### config.mk
export PLATFORM = sky130hd
export DESIGN_NAME = uart_tx
export DESIGN_NICKNAME = d
export VERILOG_FILES = /design/src/rtl/uart_tx.sv
export SDC_FILE = /design/constraint.sdc
export NUM_CORES = 1
export LEC_CHECK = 0
export BUFFER_PORTS_ARGS = -buffer_cell sky130_fd_sc_hd__buf_2
export CAP_MARGIN = 40
export CORE_MARGIN = 5
export CORE_UTILIZATION = 50
export CTS_BUF_LIST = sky130_fd_sc_hd__clkbuf_4 sky130_fd_sc_hd__clkbuf_8
export DETAILED_ROUTE_END_ITERATION = 10
export GPL_TIMING_DRIVEN = 0
export PLACE_DENSITY = 0.67
export SLEW_MARGIN = 30
export SYNTH_ARGS = -nofsm -noshare
export SYNTH_HDL_FRONTEND = slang
export SYNTH_SLANG_ARGS = --single-unit
### constraint.sdc
create_clock -name clk -period 4.5 [get_ports clk]
set_input_delay 0.45 -clock clk [delete_from_list [all_inputs] [get_ports clk]]
set_output_delay 0.45 -clock clk [all_outputs]
set_load 0.01 [all_outputs]
### src/rtl/uart_tx.sv
// uart_tx: serial UART transmitter.
// Frame: start bit (0), 8 data bits LSB first, optional parity bit, stop bit (1).
// Each bit lasts CLKS_PER_BIT clock cycles.
//
// Ports:
//   clk          system clock, rising edge
//   rst          asynchronous active-high reset
//   soft_rst     synchronous active-high reset
//   tx_start     level-sampled send request, honoured only when idle
//   tx_data_in   byte to send, captured on acceptance
//   tx_data_out  registered serial line, idles high
//   tx_busy      high while a frame is in progress
//   tx_done      one-cycle pulse after the stop bit completes
module uart_tx #(
  parameter int unsigned CLKS_PER_BIT = 3,
  parameter int unsigned PARITY_EN    = 0,
  parameter int unsigned PARITY_ODD   = 0
) (
  input  logic       clk,
  input  logic       rst,
  input  logic       soft_rst,
  input  logic       tx_start,
  input  logic [7:0] tx_data_in,
  output logic       tx_data_out,
  output logic       tx_busy,
  output logic       tx_done
);

  localparam int unsigned     CW       = $clog2(CLKS_PER_BIT) + 1;
  localparam logic [CW-1:0]   CNT_LAST = CW'(CLKS_PER_BIT - 1);
  localparam logic            ODD_INV  = (PARITY_ODD != 0);

  typedef enum logic [2:0] {
    S_IDLE,
    S_START,
    S_DATA,
    S_PARITY,
    S_STOP
  } state_t;

  state_t        state_q, state_d;
  logic [CW-1:0] cnt_q, cnt_d;
  logic [2:0]    idx_q, idx_d;
  logic [7:0]    shreg_q, shreg_d;
  logic          par_q, par_d;
  logic          bit_end;
  logic          line_d, busy_d, done_d;

  always_comb begin
    state_d = state_q;
    cnt_d   = cnt_q;
    idx_d   = idx_q;
    shreg_d = shreg_q;
    par_d   = par_q;
    bit_end = (cnt_q == CNT_LAST);

    case (state_q)
      S_IDLE: begin
        if (tx_start) begin
          shreg_d = tx_data_in;
          par_d   = (^tx_data_in) ^ ODD_INV;
          cnt_d   = '0;
          idx_d   = '0;
          state_d = S_START;
        end
      end
      S_START: begin
        if (bit_end) begin
          cnt_d   = '0;
          idx_d   = '0;
          state_d = S_DATA;
        end else begin
          cnt_d = cnt_q + 1'b1;
        end
      end
      S_DATA: begin
        if (bit_end) begin
          cnt_d = '0;
          if (idx_q == 3'd7) begin
            idx_d   = '0;
            state_d = (PARITY_EN != 0) ? S_PARITY : S_STOP;
          end else begin
            idx_d = idx_q + 3'd1;
          end
        end else begin
          cnt_d = cnt_q + 1'b1;
        end
      end
      S_PARITY: begin
        if (bit_end) begin
          cnt_d   = '0;
          state_d = S_STOP;
        end else begin
          cnt_d = cnt_q + 1'b1;
        end
      end
      S_STOP: begin
        if (bit_end) begin
          cnt_d   = '0;
          state_d = S_IDLE;
        end else begin
          cnt_d = cnt_q + 1'b1;
        end
      end
      default: state_d = S_IDLE;
    endcase

    // Outputs are registered from the next-state values, so the line changes
    // on the same edge as the state and never sees tx_start combinationally.
    case (state_d)
      S_START:  line_d = 1'b0;
      S_DATA:   line_d = shreg_d[idx_d];
      S_PARITY: line_d = par_d;
      default:  line_d = 1'b1;
    endcase
    busy_d = (state_d != S_IDLE);
    done_d = (state_q == S_STOP) && (state_d == S_IDLE);
  end

  always_ff @(posedge clk or posedge rst) begin
    if (rst) begin
      state_q     <= S_IDLE;
      cnt_q       <= '0;
      idx_q       <= '0;
      shreg_q     <= '0;
      par_q       <= 1'b0;
      tx_data_out <= 1'b1;
      tx_busy     <= 1'b0;
      tx_done     <= 1'b0;
    end else if (soft_rst) begin
      state_q     <= S_IDLE;
      cnt_q       <= '0;
      idx_q       <= '0;
      shreg_q     <= '0;
      par_q       <= 1'b0;
      tx_data_out <= 1'b1;
      tx_busy     <= 1'b0;
      tx_done     <= 1'b0;
    end else begin
      state_q     <= state_d;
      cnt_q       <= cnt_d;
      idx_q       <= idx_d;
      shreg_q     <= shreg_d;
      par_q       <= par_d;
      tx_data_out <= line_d;
      tx_busy     <= busy_d;
      tx_done     <= done_d;
    end
  end

endmodule

# Word level (Yosys, flattened, before mapping)
# Cells that the tools add are included.
# Widths: inputs -> output; s select.
dict set report totals {
  register_bits 21
  latchBits 0
  mem_bits_rw 0
  mem_bits_ro 0
  input_bits 12
  output_inout_bits 3
  wordCells 59
  memories 0
}
dict set report op_classes {
  n_addsub 2
  mul 0
  n_div 0
  magnitude_cmp 1
  n_eq_ne 10
  shift 0
  mux 30
  n_bitwise 0
  reduce_logical 8
}
# operator count
set ops {}
lappend ops {{$mux 3} 15}
lappend ops {{$mux 8} 3}
lappend ops {{$eq 3x2->1 const B} 5}
lappend ops {{$pmux 3 s5} 1}
lappend ops {{$pmux 3 s3} 1}
lappend ops {{$reduce_xor 8->1} 1}
lappend ops {{$mux 1} 7}
lappend ops {{$add 3x1->3 const B} 2}
lappend ops {{$eq 3x1->1 const B} 2}
lappend ops {{$eq 3x3->1 const B} 2}
lappend ops {{$logic_not 3->1} 2}
lappend ops {{$pmux 3 s2} 1}
lappend ops {{$reduce_bool 3->1} 2}
lappend ops {{$lt 3x4->1 const B} 1}
lappend ops {{$reduce_or 4->1} 1}
lappend ops {{$bmux 1 s3} 1}
lappend ops {{$ne 3x3->1 const B} 1}
lappend ops {{$pmux 1 s3} 1}
lappend ops {{$reduce_and 2->1} 1}
lappend ops {{$logic_and 1x1->1} 1}

# Logic depth before layout (Yosys ltp)
dict set report depth {
  word_depth 8
  mapped_depth 8
  depth_no_buf 8
}

# Least setup slack after synthesis
# No wires, ideal clock.
dict set report synth_path {
  path_type {register to register}
  start {reg cnt_q[0]}
  end {reg tx_data_out}
  setup_time_ps 85
  arrival_time_ps 2025
  required_ps 4415
  setup_slack_ps 2390
  stages_incl_launch_ff 8
  path_buffers 1
  period_less_slack_ps 2110
  cell_sequence {dfrtp_1 > buf_6 > nor4b_2 > mux2_4 > a22oi_4 > mux4_2 > o21ai_1 > nand3_1}
}
dict set report synth_via {
  elab_chain_cells 7
  word_cells_on_any_way 16
  cone_classes {eq/ne: 4; mux: 12}
}
# item line
set synth_lines {}
lappend synth_lines {{start: declaration} 42} ;# logic [CW-1:0] cnt_q, cnt_d;
lappend synth_lines {{start signal: assignment} 141} ;# cnt_q <= cnt_d;
lappend synth_lines {{$eq 3x2->1 (*)} 55} ;# bit_end = (cnt_q == CNT_LAST);
lappend synth_lines {{$mux 3 (on tied branches)} {77, 68}}
lappend synth_lines {{$pmux 3 s3} 57} ;# case (state_q)
lappend synth_lines {{$bmux 1 s3} 112} ;# S_DATA: line_d = shreg_d[idx_d];
lappend synth_lines {{$mux 1 (not written as such)} 112}
lappend synth_lines {{$pmux 1 s3 (*)} 110} ;# case (state_d)
lappend synth_lines {{$mux 1 (*)} 130} ;# end else if (soft_rst) begin
lappend synth_lines {{end signal: assignment} 145} ;# tx_data_out <= line_d;
lappend synth_lines {{end: declaration} 24} ;# output logic tx_data_out,
# Mark *: on every way between the ends. The rest lies on a longest branch, timed or not. The select of a mux whose other input is x is not followed.
# A chain may end at the register's enable or synchronous reset.

# Worst setup path in the final report
dict set report layout_path {
  start {reg cnt_q[2]}
  end {reg tx_data_out}
}
# Same word-level chain as after synthesis.

==> results.txt <==
The run finished with clean final reports. The power density relative to cell area is between 200 and 300 nW/um^2. The remaining number of nets flagged by the antenna check after routing is 0. For the finished layout, the period the worst path requires is roughly 2.4 ns.

In the routed layout, each cell is associated on average with a via count of between 5 and 6. Summed over all failing endpoints, the final setup total negative slack is 0 ns. The fraction of the yosys area taken by sequential cells is 0.420.

The number of hold-slack violations in the final timing report came out at 0. The slowest cell on the critical path is sky130_fd_sc_hd__nor4b_2. The worst register-to-register path begins at cnt_q[2]. The later-pin clock latency in the skew report came out at 0.30 ns. The leakage power total came out at about 0.65 nW. The number of max-cap violations is 0. The highest attainable clock frequency is ~420 MHz.

The maximum buffer depth of the clock tree came out at 2. The number of standard-cell rows in the floorplan came out at 18. The signal on the critical path passes through nor4b_2 -> mux2_4 -> a22oi_4 -> mux4_2 -> o21ai_1 -> nand3_1. The number of hold-repair buffers added at the cts stage is 0. In this design, the largest share of critical-path delay is due to multiplexers. Post-CTS repair changed the size of 0 cells. The number of placed I/O pins came out at 15.

The delay of the slowest cell on the worst path is 0.55 ns. The initial antenna violation count is 0. The initial cell density of the core came out at 0.516.

The count of state elements after synthesis is 21. The worst path buffer plus inverter count is 0. The clock sink count came out at 21.

The number of setup buffers added after CTS is 0. Leaving out fill and tap cells, the most frequent cells in the layout are sky130_fd_sc_hd__dfrtp_1 (20), sky130_fd_sc_hd__nand2_1 (18), sky130_fd_sc_hd__buf_2 (14). Dividing the synthesized area by the synthesized cell count gives 9.88 um^2.

At the pin with the least slew margin, the transition time is between 0.5 and 0.6 ns. After floorplanning, the core was sized to cover 2430 um^2. The total die area came out at 3610 um^2. The post-route clock period utilization is 0.532. The critical path required time came out at 4.73 ns. The min-delay analysis places its worst path in the category primary input to async pin.

The most critical setup path has its startpoint at cnt_q[2]. From bottom edge to top edge, the die measures 60.1 um. Setup repair after global routing left no endpoint under its margin. Entering global routing, the biggest net connects 22 pins. The worst pin sits at a relative slew slack of 0.648. During placement, the flow inserted port buffers numbering 14.

The Yosys warning count is 0. The critical path arrival came out at 2.62 ns. The congestion estimate from routability-driven global placement came to about 0.81. The total met3 wirelength after detailed routing is 103 um.

The number of diodes added for antenna fixing came out at 0. The net count of the finished layout is 161. After synthesis, the cell types taking the most area are sky130_fd_sc_hd__dfrtp_1 (40%), sky130_fd_sc_hd__xnor2_1 (5.6%), sky130_fd_sc_hd__nand2_1 (5.4%), sky130_fd_sc_hd__a21oi_1 (5.2%), sky130_fd_sc_hd__nor2_1 (3.3%).

Synthesis produced a netlist with a net count of 141. The number of design-rule violations left by the first detailed-router iteration came out at 53. The worst setup path is captured at a flop. The max-slew violation count came out at 0. After synthesis the cells add up to 1250 um^2. After clock tree synthesis, the clock-pin slew on the worst setup and hold paths is 0.12 ns.

The total setup violations reported at the end of the flow is 0. The setup slack after placement is 2.12 ns. The worst path meets setup with 2.11 ns of slack. The layout overhead on the synthesized area came out at 12.2%. The detailed-route wire length on metal 1 is 1240 um. The count of H-tree levels built during CTS is 1.

TritonCTS built the clock tree. The library cell used most frequently in the layout, excluding fill and tap cells, is sky130_fd_sc_hd__dfrtp_1. The placed wire-length estimate after detailed placement is a little under 2000 um. The worst IR drop on VDD came out at 0.000178 V.

The category of the most critical setup path is flop to flop. The biggest area contributor in the post-synthesis netlist is sky130_fd_sc_hd__dfrtp_1. The synthesized instance count came out at 127. The iteration count of the initial detailed-routing pass is 4.

Global routing finished with a remaining overflow of 0. The die boundary width came out at 60.1 um. The final core area utilization is 0.579. The post-detailed-route wirelength per cell came out at approximately 16 um. The combined global-route utilization of all metal layers is 0.163. The TritonCTS buffer count came out at 3. The met2 layer wire length in the routed design came out at 1380 um. The top routing layer in use is met4. The number of global-route vias before repair is 999. The top fanout value on the critical path came out at 7. The tree is rooted in a sky130_fd_sc_hd__clkbuf_4.

Clock skew on the completed layout was measured at 0.00283 ns. The fraction of synthesized cell area taken by the top area cell type is 0.399. The count of unique library cells instantiated by Yosys is 41. For this run, design rule violations remaining after detail routing come to 0.

The routed layout has 1029 vias. The first global-routing pass estimated 4490 um of wire. The sum of routed wire length over all layers came out at 2740 um. The worst setup path is launched from a flop. Of the cells placed in the final design, the portion with a size suffix greater than 1 is 0.274.
==> state kept, by name (all words and copies together), names as in the netlist <==
name         cells
state_q          3
tx_busy          1
shreg_q          8
par_q            1
idx_q            3
tx_done          1
tx_data_out      1
cnt_q            3
==> power breakdown <==
part | switching (W) | total (W) | internal [W]
clock network | 0.0000563 | 0.0000968 | 0.0000405
logic | 0.0000394 | 0.0000701 | 0.0000306
registers | 0.00000658 | 0.000205 | 0.000199
total | 0.000102 | 0.000372 | 0.000270
==> synthesized netlist by cell type (all sizes together) <==
cell / instances
a211o: 1
a211oi: 4
a21oi: 13
a221oi: 1
a22o: 3
a22oi: 3
a31oi: 3
and2b: 1
and3: 2
and3b: 1
and4bb: 1
buf: 4
clkbuf: 1
dfrtp: 20
dfstp: 1
dlygate4sd1: 1
ha: 2
inv: 3
mux2: 4
mux4: 1
nand2: 18
nand3: 4
nand3b: 1
nor2: 11
nor2b: 2
nor3: 1
nor3b: 2
nor4b: 2
o2111ai: 1
o21ai: 4
o31ai: 1
or2b: 1
or3b: 1
xnor2: 8
==> cell families after synthesis <==
logic type | count (synthesis) | share of synthesized area
AOI/OAI and AO/OA | 34 | 0.197
adders and majority gates | 2 | 0.0199
buffers and inverters | 9 | 0.0459
DFF | 21 | 0.420
and+or+nand+nor | 48 | 0.204
xor gates and xnor gates | 8 | 0.0558
muxes | 5 | 0.0568
==> per-stage QoR <==
step | total power [W] | hold WS (ns) | std cells | cell area (um^2)
6_report | 0.000372 | 0.137 | 176 | 1410
4_1_cts | 0.000376 | 0.310 | 175 | 1390
2_1_floorplan | 0.000258 | 0.426 | 127 | 1250
3_3_place_gp | 0.000276 | 0.511 | 171 | 1360
3_5_place_dp | 0.000278 | 0.520 | 171 | 1360
5_1_grt | 0.000396 | 0.140 | 176 | 1410
==> final timing paths <==
| check | endpoint | slack [ns] | cells past startpoint |
|---|---|---|---|
| min in group clk | state_q[1] | 0.32 | 2 |
| max in group asynchronous | state_q[1] | 3.93 | 3 |
| worst min-delay path | idx_q[0] | 0.14 | 2 |
| worst max register to register | tx_data_out | 2.11 | 6 |
| worst max-delay path | tx_data_out | 2.11 | 6 |
| worst min register to register | shreg_q[1] | 0.53 | 2 |
==> area by class of cell <==
class,count,area [um^2]
plain buffers,6,46.3
fillers,219,1020
multi-input cells,97,671
clock buffers,4,30.0
flip-flops and latches,21,527
well taps,30,37.5
repair buffers,15,85.1
inverters,3,11.3
==> per-layer routing <==
metal / GRT usage / up-vias
li1: - / 497
met1: 0.221 / 505
met2: 0.270 / 25
met3: 0.0259 / 2
met4: 0.0380 / 0
met5: 0 / -
No activity file was read; power rests on OpenSTA's default activity.
